### src/rtl/ternary_pkg.sv
// Shared definitions for the ternary systolic-array tile controller.
package ternary_pkg;

    localparam int TM_SLICES  = 2;
    localparam int TM_OUTPUTS = 16;

    // 2-bit ternary weight encoding; any code with bit 1 set is -1
    localparam logic [1:0] WT_ZERO = 2'b00;
    localparam logic [1:0] WT_POS  = 2'b01;
    localparam logic [1:0] WT_NEG  = 2'b10;

    typedef enum logic [2:0] {
        S_IDLE,
        S_LOAD,
        S_DRAIN,
        S_WAIT_OUT,
        S_READOUT
    } state_t;

endpackage

### src/rtl/readout_framer.sv
// Frames the OUTPUTS-beat accumulator readout that follows a copy strobe:
// valid for exactly OUTPUTS cycles, index tracks the array's queue counter.
module readout_framer
    import ternary_pkg::*;
#(
    parameter int OUTPUTS = TM_OUTPUTS
) (
    input  logic                       clk,
    input  logic                       reset,
    input  logic                       i_strobe,
    output logic                       o_active,
    output logic [$clog2(OUTPUTS)-1:0] o_index,
    output logic                       o_done
);

    localparam int IW = $clog2(OUTPUTS);

    logic          r_active;
    logic [IW-1:0] r_index;
    logic          w_last;

    assign w_last   = (r_index == IW'(OUTPUTS - 1));
    assign o_active = r_active;
    assign o_index  = r_index;
    assign o_done   = r_active && w_last;

    // Readout beat counter: armed by the strobe, free-running until the last beat
    always_ff @(posedge clk) begin
        if (reset) begin
            r_active <= 1'b0;
            r_index  <= '0;
        end else if (i_strobe) begin
            r_active <= 1'b1;
            r_index  <= '0;
        end else if (r_active) begin
            if (w_last) begin
                r_active <= 1'b0;
                r_index  <= '0;
            end else begin
                r_index <= r_index + IW'(1);
            end
        end
    end

endmodule

### src/rtl/ternary_matmul_sequencer.sv
// Tile-level controller for the ternary systolic array: loads K vectors of
// SLICES beats aligned to the array's slice counter, inserts zero bubbles on
// host stalls, drains the pipeline, fires copy/clear/restart on the exact
// cycle, and frames the accumulator readout.
module ternary_matmul_sequencer
    import ternary_pkg::*;
#(
    parameter int SLICES  = TM_SLICES,
    parameter int OUTPUTS = TM_OUTPUTS,
    parameter int K_BITS  = 12,
    parameter int DRAIN   = SLICES
) (
    input  logic                       clk,
    input  logic                       reset,
    input  logic                       start,
    input  logic [K_BITS-1:0]          k_len,
    output logic                       busy,
    output logic                       done,
    input  logic                       in_valid,
    output logic                       in_ready,
    input  logic [7:0]                 in_weights,
    input  logic [7:0]                 in_top,
    output logic [7:0]                 arr_weights,
    output logic [7:0]                 arr_top,
    output logic                       arr_reset_accumulators,
    output logic                       arr_copy_to_out_queue,
    output logic                       arr_restart_out_queue,
    output logic                       out_valid,
    output logic [$clog2(OUTPUTS)-1:0] out_index,
    output logic                       proto_err
);

    localparam int PW = (SLICES > 1) ? $clog2(SLICES) : 1;
    localparam int DW = (DRAIN > 1) ? $clog2(DRAIN) : 1;

    state_t                     r_state;
    logic [PW-1:0]              r_phase;
    logic                       r_open;
    logic [K_BITS-1:0]          r_k_len;
    logic [K_BITS-1:0]          r_vec_cnt;
    logic [DW-1:0]              r_drain_cnt;
    logic                       r_proto_err;

    logic                       w_ready;
    logic                       w_accept;
    logic                       w_beat;
    logic                       w_last_beat;
    logic                       w_last_vec;
    logic                       w_drain_end;
    logic                       w_strobe;
    logic                       w_ro_active;
    logic                       w_ro_done;
    logic [$clog2(OUTPUTS)-1:0] w_ro_index;

    // A vector may only open on phase 0; once open it owns the remaining beats
    assign w_ready     = (r_state == S_LOAD) && ((r_phase == '0) || r_open);
    assign w_accept    = w_ready && in_valid && !reset;
    // Beats of an open vector count even when the host drops them
    assign w_beat      = w_ready && (r_open || in_valid);
    assign w_last_beat = w_beat && (r_phase == PW'(SLICES - 1));
    assign w_last_vec  = (r_vec_cnt == r_k_len - K_BITS'(1));
    assign w_drain_end = (r_state == S_DRAIN) && (r_drain_cnt == DW'(DRAIN - 1));
    // Strobe waits for any previous readout to finish before restarting the queue
    assign w_strobe    = (w_drain_end || (r_state == S_WAIT_OUT)) && !w_ro_active;

    assign in_ready               = w_ready && !reset;
    assign arr_weights            = w_accept ? in_weights : {4{WT_ZERO}};
    assign arr_top                = w_accept ? in_top : '0;
    assign arr_reset_accumulators = reset || w_strobe;
    assign arr_copy_to_out_queue  = w_strobe && !reset;
    assign arr_restart_out_queue  = w_strobe && !reset;
    assign busy                   = (r_state != S_IDLE) && !reset;
    assign done                   = w_ro_done && !reset;
    assign out_valid              = w_ro_active && !reset;
    assign out_index              = reset ? '0 : w_ro_index;
    assign proto_err              = r_proto_err && !reset;

    readout_framer #(
        .OUTPUTS (OUTPUTS)
    ) u_framer (
        .clk      (clk),
        .reset    (reset),
        .i_strobe (w_strobe),
        .o_active (w_ro_active),
        .o_index  (w_ro_index),
        .o_done   (w_ro_done)
    );

    // Tile FSM plus the free-running phase that mirrors the array slice counter.
    // READOUT accepts a new start so the next tile can load under the readout.
    always_ff @(posedge clk) begin
        if (reset) begin
            r_state     <= S_IDLE;
            r_phase     <= '0;
            r_open      <= 1'b0;
            r_k_len     <= '0;
            r_vec_cnt   <= '0;
            r_drain_cnt <= '0;
            r_proto_err <= 1'b0;
        end else begin
            r_phase <= (r_phase == PW'(SLICES - 1)) ? '0 : r_phase + PW'(1);
            case (r_state)
                S_IDLE, S_READOUT: begin
                    if (start) begin
                        r_k_len     <= k_len;
                        r_vec_cnt   <= '0;
                        r_open      <= 1'b0;
                        r_drain_cnt <= '0;
                        r_state     <= (k_len == '0) ? S_DRAIN : S_LOAD;
                    end else if (r_state == S_READOUT && w_ro_done) begin
                        r_state <= S_IDLE;
                    end
                end
                S_LOAD: begin
                    if (w_beat) begin
                        if (r_open && !in_valid) begin
                            r_proto_err <= 1'b1;
                        end
                        r_open <= !w_last_beat;
                        if (w_last_beat) begin
                            r_vec_cnt <= r_vec_cnt + K_BITS'(1);
                            if (w_last_vec) begin
                                r_drain_cnt <= '0;
                                r_state     <= S_DRAIN;
                            end
                        end
                    end
                end
                S_DRAIN: begin
                    if (w_drain_end) begin
                        r_state <= w_ro_active ? S_WAIT_OUT : S_READOUT;
                    end else begin
                        r_drain_cnt <= r_drain_cnt + DW'(1);
                    end
                end
                S_WAIT_OUT: begin
                    if (!w_ro_active) begin
                        r_state <= S_READOUT;
                    end
                end
                default: r_state <= S_IDLE;
            endcase
        end
    end

endmodule

### config.mk
export PLATFORM = sky130hd
export DESIGN_NAME = ternary_matmul_sequencer
export DESIGN_NICKNAME = d
export VERILOG_FILES = /design/src/rtl/ternary_pkg.sv /design/src/rtl/readout_framer.sv /design/src/rtl/ternary_matmul_sequencer.sv
export SDC_FILE = /design/constraint.sdc
export NUM_CORES = 1
export LEC_CHECK = 0
export CAP_MARGIN = 15
export CORE_UTILIZATION = 48
export DETAILED_ROUTE_END_ITERATION = 16
export HOLD_SLACK_MARGIN = 0.02
export PLACE_DENSITY = 0.82
export SYNTH_ARGS = -nofsm -noshare
export SYNTH_HDL_FRONTEND = slang
export SYNTH_HIERARCHICAL = 1
export SYNTH_SLANG_ARGS = --single-unit
### constraint.sdc
create_clock -name clk -period 2.9 [get_ports clk]
set_clock_uncertainty 0.05 [all_clocks]
set_input_delay 0.29 -clock clk [delete_from_list [all_inputs] [get_ports clk]]
set_output_delay 0.29 -clock clk [all_outputs]
set_load 0.005 [all_outputs]
======== Yosys cells after proc, flatten, opt, wreduce, memory -nomap -nowiden ========
Cells that the tools add are included.
word-level totals
  output and inout bits ................... 28
  register bits ........................... 36
  input bits .............................. 32
  word-level logic and storage cells ...... 96
operators by class
  muxes and demuxes ....................... 29
  eq/ne operators ......................... 14
  bitwise gates (word level) .............. 1
  add/subtract/negate cells ............... 5
  reduce and logical (&&, ||, !) cells .... 38
operators by type and width
  cell                                                 number
  two-way mux 12 bit                                   3
  two-way mux 3 bit                                    8
  one-hot mux 12 bit (2 select lines)                  1
  logical AND 1 bit                                    16
  two-way mux 8 bit                                    2
  inequality test 2 bit, second input constant         7
  adder 12 x 1 -> 12 bit, second input constant        1
  equality test 12 bit                                 1
  logical NOT 12 bit                                   1
  one-hot mux 3 bit (4 select lines)                   1
  AND reduction 6 bit                                  2
  subtractor 12 x 1 -> 12 bit, second input constant   1
  two-way mux 1 bit                                    9
  two-way mux 4 bit                                    2
  equality test 3 x 2 -> 1 bit, second input constant  2
  AND reduction 3 bit                                  2
  nonzero test 3 bit                                   2
  OR reduction 2 bit                                   3
  adder 4 x 1 -> 4 bit, second input constant          1
  equality test 4 bit, second input constant           1
  logical NOT 1 bit                                    4
  logical OR 1 bit                                     4
  AND reduction 4 bit                                  1
  equality test 3 x 1 -> 1 bit, second input constant  1
  other kinds (10)                                     11

======== Longest topological paths before layout ========
  word-level depth ........................ 8
  gate-level depth with buffers ........... 9
  gate-level depth less buffers ........... 9

======== Cells and area by module ========
The synthesis kept the hierarchy.
by module, submodules not included
  module                    area each (µm²)  instances  seq. area each (µm²)  cells each
  ternary_matmul_sequencer  1914.3           1          620.6                 252
  readout_framer            219.0            1          100.1                 22

======== Least setup slack after synthesis ========
OpenSTA, ideal clock, no wires.
  kind .................................... reg2out
  from .................................... register r_state[1]
  to ...................................... output arr_top[0]
  arrival time ............................ 1791 ps
  setup slack ............................. 769 ps
  cell stages (with the launch flop) ...... 6
  cell sequence ........................... dfxtp_1 > clkbuf_1 > or3b_2 > nor3_1 > clkbuf_1 > and3_1
between the ends
  longest elaborated chain between the ends .. 5
RTL lines
  what                            line                             text
  start, declared                 ternary_matmul_sequencer.sv:36   state_t r_state;
  start signal, assigned          ternary_matmul_sequencer.sv:109  r_state <= (k_len == '0) ? S_DRAIN : S_LOAD;
  start signal, assigned          ternary_matmul_sequencer.sv:131  r_state <= w_ro_active ? S_WAIT_OUT : S_READOUT;
  equality test 3 x 1 -> 1 bit    ternary_matmul_sequencer.sv:56   assign w_ready = (r_state == S_LOAD) && ((r_phase == '0) || r_open);
  logical AND 1 bit               ternary_matmul_sequencer.sv:56
  logical AND 1 bit (2 in a row)  ternary_matmul_sequencer.sv:57   assign w_accept = w_ready && in_valid && !reset;
  two-way mux 8 bit               ternary_matmul_sequencer.sv:68   assign arr_top = w_accept ? in_top : '0;
  end, declared                   ternary_matmul_sequencer.sv:24   output logic [7:0] arr_top,
Every way passes these cells.

======== Worst setup path after layout ========
  from .................................... register r_state[1]
  to ...................................... output arr_copy_to_out_queue
between the ends
  longest elaborated chain between the ends .. 5
  elaborated cells on any way between the ends .. 6
RTL lines
  what                          line                            text
  equality test 3 x 2 -> 1 bit  ternary_matmul_sequencer.sv:62  assign w_drain_end = (r_state == S_DRAIN) && (r_drain_cnt == DW'(DRAIN - 1));
  logical AND 1 bit             ternary_matmul_sequencer.sv:62
  logical OR 1 bit *            ternary_matmul_sequencer.sv:64  assign w_strobe = (w_drain_end || (r_state == S_WAIT_OUT)) && !w_ro_active;
  logical AND 1 bit *           ternary_matmul_sequencer.sv:64
  logical AND 1 bit *           ternary_matmul_sequencer.sv:70  assign arr_copy_to_out_queue = w_strobe && !reset;
  end, declared                 ternary_matmul_sequencer.sv:26  output logic arr_copy_to_out_queue,
Mark *: on every way between the ends. The rest lies on a longest branch, timed or not.

==> flow_summary.html <==
<table>
<tr><th>Metric</th><th>Value</th></tr>
<tr><th colspan="2">Clocking</th></tr>
<tr><td>Number of CTS-inserted buffers</td><td>5</td></tr>
<tr><td>CTS clock-pin slew for the worst setup and hold paths</td><td>0.07 ns</td></tr>
<tr><td>Buffers from clock root to sink, at most</td><td>2</td></tr>
<tr><td>Root Driver</td><td>clkbuf_8</td></tr>
<tr><td>Number of H-tree levels</td><td>2</td></tr>
<tr><td>Post-CTS Repair Setup Buffers</td><td>0</td></tr>
<tr><td>Clock sink count</td><td>36</td></tr>
<tr><td>CTS tree</td><td>yes</td></tr>
<tr><td>CTS Hold Buffers Added</td><td>0</td></tr>
<tr><td>Clock insertion delay at the later pin of the skew report</td><td>about 0.30 ns</td></tr>
<tr><th colspan="2">Critical path</th></tr>
<tr><td>Element type at the critical path start</td><td>flop</td></tr>
<tr><td>Slowest cell delay on critical path</td><td>between 0.5 and 0.6 ns</td></tr>
<tr><td>Slowest cell on the critical path</td><td>dfxtp_1</td></tr>
<tr><td>Worst setup path class</td><td>flop to output pin</td></tr>
<tr><td>Required arrival time at the worst endpoint</td><td>around 2.6 ns</td></tr>
<tr><td>CP Capture Type</td><td>output pin</td></tr>
<tr><td>Crit path max fanout</td><td>9</td></tr>
<tr><td>Data arrival time of the worst path</td><td>between 2 and 2.5 ns</td></tr>
<tr><td>List of cells traversed by the critical path</td><td>nor2b_1, or3b_2, nor2_1, clkdlybuf4s50_1</td></tr>
<tr><th colspan="2">Power and ir drop</th></tr>
<tr><td>Power per unit of standard cell area</td><td>roughly 430 nW/um^2</td></tr>
<tr><td>Worst IR drop on VDD</td><td>272 uV</td></tr>
<tr><td>LEAKAGE</td><td>1.13 nW</td></tr>
<tr><th colspan="2">Finish</th></tr>
<tr><td>Final net count</td><td>364</td></tr>
<tr><td>Share of post-route cells with drive strength above 1</td><td>roughly 7.0%</td></tr>
<tr><td>Synthesis-to-layout area growth</td><td>34.7%</td></tr>
<tr><td>Antenna diodes</td><td>0</td></tr>
<tr><td>Combined flip-flop and latch cell area</td><td>722 um^2</td></tr>
<tr><td>Area used by multi-input combinational logic</td><td>1330 um^2</td></tr>
<tr><td>Fill cells</td><td>between 300 and 400</td></tr>
<tr><td>Post-route non-filler standard cell count</td><td>380</td></tr>
<tr><th colspan="2">STA</th></tr>
<tr><td>Number of endpoints with negative hold slack in the final report</td><td>0</td></tr>
<tr><td>Final period demand of the worst path</td><td>2.69 ns</td></tr>
<tr><td>Actual slew at the worst max-slew pin</td><td>0.614 ns</td></tr>
<tr><td>Unrepaired setup endpoints after global routing</td><td>no</td></tr>
<tr><td>Relative slew slack</td><td>around 59%</td></tr>
<tr><td>Setup TNS</td><td>0 ns</td></tr>
<tr><td>Final period util</td><td>slightly above 90%</td></tr>
<tr><td>Number of setup violations in the final report</td><td>0</td></tr>
<tr><td>Max-slew violation count</td><td>0</td></tr>
<tr><td>Maximum frequency from static timing analysis</td><td>about 370 MHz</td></tr>
<tr><th colspan="2">Logic synthesis</th></tr>
<tr><td>Mapped Avg Cell Area</td><td>between 7 and 8 um^2</td></tr>
<tr><td>Sequential element share of the synthesized area</td><td>33.8%</td></tr>
<tr><td>Adder and majority gate portion of the synthesized area</td><td>about 1.8%</td></tr>
<tr><td>Most frequently used flop master after synthesis</td><td>dfxtp_1</td></tr>
<tr><td>Mux contribution to synthesized area</td><td>2.40%</td></tr>
<tr><td>Number of synthesized register bits</td><td>36</td></tr>
<tr><td>Mapped Nets</td><td>around 310</td></tr>
<tr><td>Compound-cell area share of the yosys netlist</td><td>13.9%</td></tr>
<tr><td>Number of synthesized flops with an enable pin</td><td>0</td></tr>
<tr><td>Post-synthesis simple-gate area fraction</td><td>between 30% and 40%</td></tr>
<tr><td>FFs w/ async S/R, synth</td><td>0%</td></tr>
<tr><td>Post-synthesis xor/xnor area fraction</td><td>a little under a tenth</td></tr>
<tr><td>Total number of yosys warnings</td><td>6</td></tr>
<tr><td>Gate count after technology mapping</td><td>between 200 and 300</td></tr>
<tr><td>Largest family of logic cells by synthesized area</td><td>simple AND/OR/NAND/NOR gates</td></tr>
<tr><td>Mapped cell area</td><td>about 2100 um^2</td></tr>
<tr><td>Synth unique cells</td><td>between 40 and 50</td></tr>
<tr><th colspan="2">Detailed routing</th></tr>
<tr><td>Initial DRT Pass Iterations</td><td>5</td></tr>
<tr><td>Post-route DRC violation count</td><td>0</td></tr>
<tr><td>Final Routed Wirelength</td><td>5150 um</td></tr>
<tr><td>Routed vias</td><td>approximately 2100</td></tr>
<tr><td>Number of nets still failing antenna checks after routing</td><td>0</td></tr>
<tr><td>Wire length per cell</td><td>roughly 14 um</td></tr>
<tr><td>Initial DRC Count</td><td>79</td></tr>
<tr><td>Average via count per standard cell</td><td>roughly 5.5</td></tr>
<tr><th colspan="2">Floorplanning</th></tr>
<tr><td>Effective utilization at floorplan</td><td>between 50 and 60%</td></tr>
<tr><td>Core area</td><td>4140 um^2</td></tr>
<tr><td>Row count</td><td>23</td></tr>
<tr><td>Vertical extent of the die</td><td>68.7 um</td></tr>
<tr><td>Horizontal die dimension</td><td>around 69 um</td></tr>
<tr><td>Die outline area</td><td>approximately 4700 um^2</td></tr>
<tr><td>Boundary pin count</td><td>60</td></tr>
<tr><th colspan="2">Global routing</th></tr>
<tr><td>Number of antenna violations at the first check in global routing</td><td>0</td></tr>
<tr><td>Gr ovfl total</td><td>0</td></tr>
<tr><td>Number of global-route vias before repair</td><td>about 1800</td></tr>
<tr><td>Global-route total usage across every layer</td><td>23.2%</td></tr>
<tr><td>Global-route wire length before repair</td><td>8210 um</td></tr>
<tr><td>Maximum number of pins on one net before global-route repair</td><td>38</td></tr>
<tr><th colspan="2">Place</th></tr>
<tr><td>GPL Wtd Cong</td><td>a little under 1</td></tr>
<tr><td>HPWL after detailed placement</td><td>3810 um</td></tr>
<tr><td>Buffers on Ports</td><td>around 60</td></tr>
<tr><td>Total instance count after detailed placement</td><td>about 370</td></tr>
<tr><th colspan="2">Run status</th></tr>
<tr><td>Run status</td><td>finished clean</td></tr>
<tr><th colspan="2">Hold path</th></tr>
<tr><td>Worst min-delay path category</td><td>flop to flop</td></tr>
<tr><th colspan="2">Job</th></tr>
<tr><td>Maximum Capacitance Violations</td><td>0</td></tr>
</table>
## layout make-up
class	count	share of cell area [%]
Timing Repair Buffer	62	21.3
Inverter	5	0.653
Clock inverter	1	1.05
Clock buffer	7	3.35
Tap cell	50	2.18
Sequential cell	36	25.1
Multi-Input combinational cell	219	46.3
## cell families (layout without fill, tap and decap cells)
family | after synthesis | after routing
buffers and inverters | 19 | 75
muxes | 5 | 5
xor gates and xnor gates | 23 | 23
and+or+nand+nor | 140 | 140
DFF | 36 | 36
adders and majority gates | 3 | 3
AOI/OAI and AO/OA | 48 | 48
## layout by cell type, fill, tap and decap left out, types with 2 or more instances in the layout
cell and count:
a211oi_1 3, a21oi_1 23, a31oi_1 4, and3_1 22, buf_4 3, clkbuf_8 7, clkdlybuf4s50_1 59, dfxtp_1 35
ha_1 3, inv_1 5, mux2i_1 4, nand2_1 39, nand2b_1 5, nand3_1 7, nand3b_1 2, nand4_1 4
nand4b_1 2, nor2_1 24, nor2b_1 10, nor3_1 6, nor3b_1 2, nor4_1 3, nor4_2 2, o21ai_0 7
or3_1 4, or3b_2 2, xnor2_1 7, xor2_1 16
## per-layer routing
layer	share of wire, %	global-route usage, %
met3	5.3	6.41
met1	46	30.2
met5	0	0
met4	0.80	7.29
met2	48	36.9
## power breakdown
group,internal (mW),switching (mW)
clock network,0.303,0.182
logic,0.116,0.103
registers,0.511,0.0254
## sequential cells by signal, summed over array words and instances, names as in the netlist
name,count
r_phase,1
r_drain_cnt,1
r_k_len,12
r_vec_cnt,12
u_framer/o_active,1
u_framer/o_index,4
r_proto_err,1
r_open,1
r_state,3
## stage by stage
| step | area [um^2] | hold slack (ns) | util [%] | setup slack, ns | power, mW |
|---|---|---|---|---|---|
| 4_1_cts | 2870 | 0.432 | 69.3 | 0.194 | 1.25 |
| 6_report | 2870 | 0.439 | 69.3 | 0.214 | 1.24 |
| 2_1_floorplan | 2130 | 0.312 | - | 0.769 | 0.684 |
| 3_5_place_dp | 2750 | 0.410 | 66.2 | 0.531 | 0.765 |
| 5_1_grt | 2870 | 0.472 | 69.3 | 0.0819 | 1.30 |
| 3_3_place_gp | 2750 | 0.395 | 66.2 | 0.547 | 0.759 |
## final timing paths
| kind | depth (start not counted) | end | start | slack (ns) |
|---|---|---|---|---|
| min | 2 | r_proto_err$_SDFFE_PP0P_ | r_proto_err$_SDFFE_PP0P_ | 0.44 |
| max | 4 | arr_copy_to_out_queue | r_state[1]$_SDFFE_PP0P_ | 0.21 |
| min reg2reg | 2 | r_proto_err$_SDFFE_PP0P_ | r_proto_err$_SDFFE_PP0P_ | 0.44 |
| max reg2reg | 9 | r_state[1]$_SDFFE_PP0P_ | r_k_len[0]$_SDFFE_PP0P_ | 0.55 |
## what timing repair did
action                     in CTS  in global routing
setup endpoints to repair       0                  4
hold endpoints to repair        0                  0
gates resized for setup         0                  1
## critical path, delay by kind of cell, from the launching register on
kind	cells	cell delay (ns)
buffers and inverters	1	0.52
DFF	1	0.53
and+or+nand+nor	3	1.00
## synthesized netlist by cell type (2+ instances only)
master    number  area share (%)
nor3_1         6             1.4
nor4_2         2             1.2
nor2b_1       10             2.9
a31oi_1        4             1.2
nor2_1        24             4.2
mux2i_1        4             1.9
inv_1          5            0.88
nand3_1        7             1.6
o21ai_0        7             1.6
nand4_1        4             1.2
a211oi_1       3             1.1
xnor2_1        7             2.9
nand2b_1       5             1.5
nand2_1       39             6.9
xor2_1        16             6.6
nor3b_1        2            0.70
or3b_2         2            0.82
dfxtp_1       36              34
nor4_1         3            0.88
clkbuf_1      11             1.9
and3_1        22             6.5
ha_1           3             1.8
or3_1          4             1.2
nand4b_1       2            0.82
nand3b_1       2            0.70
a21oi_1       23             5.4
Power figures use the tool's default switching activity.
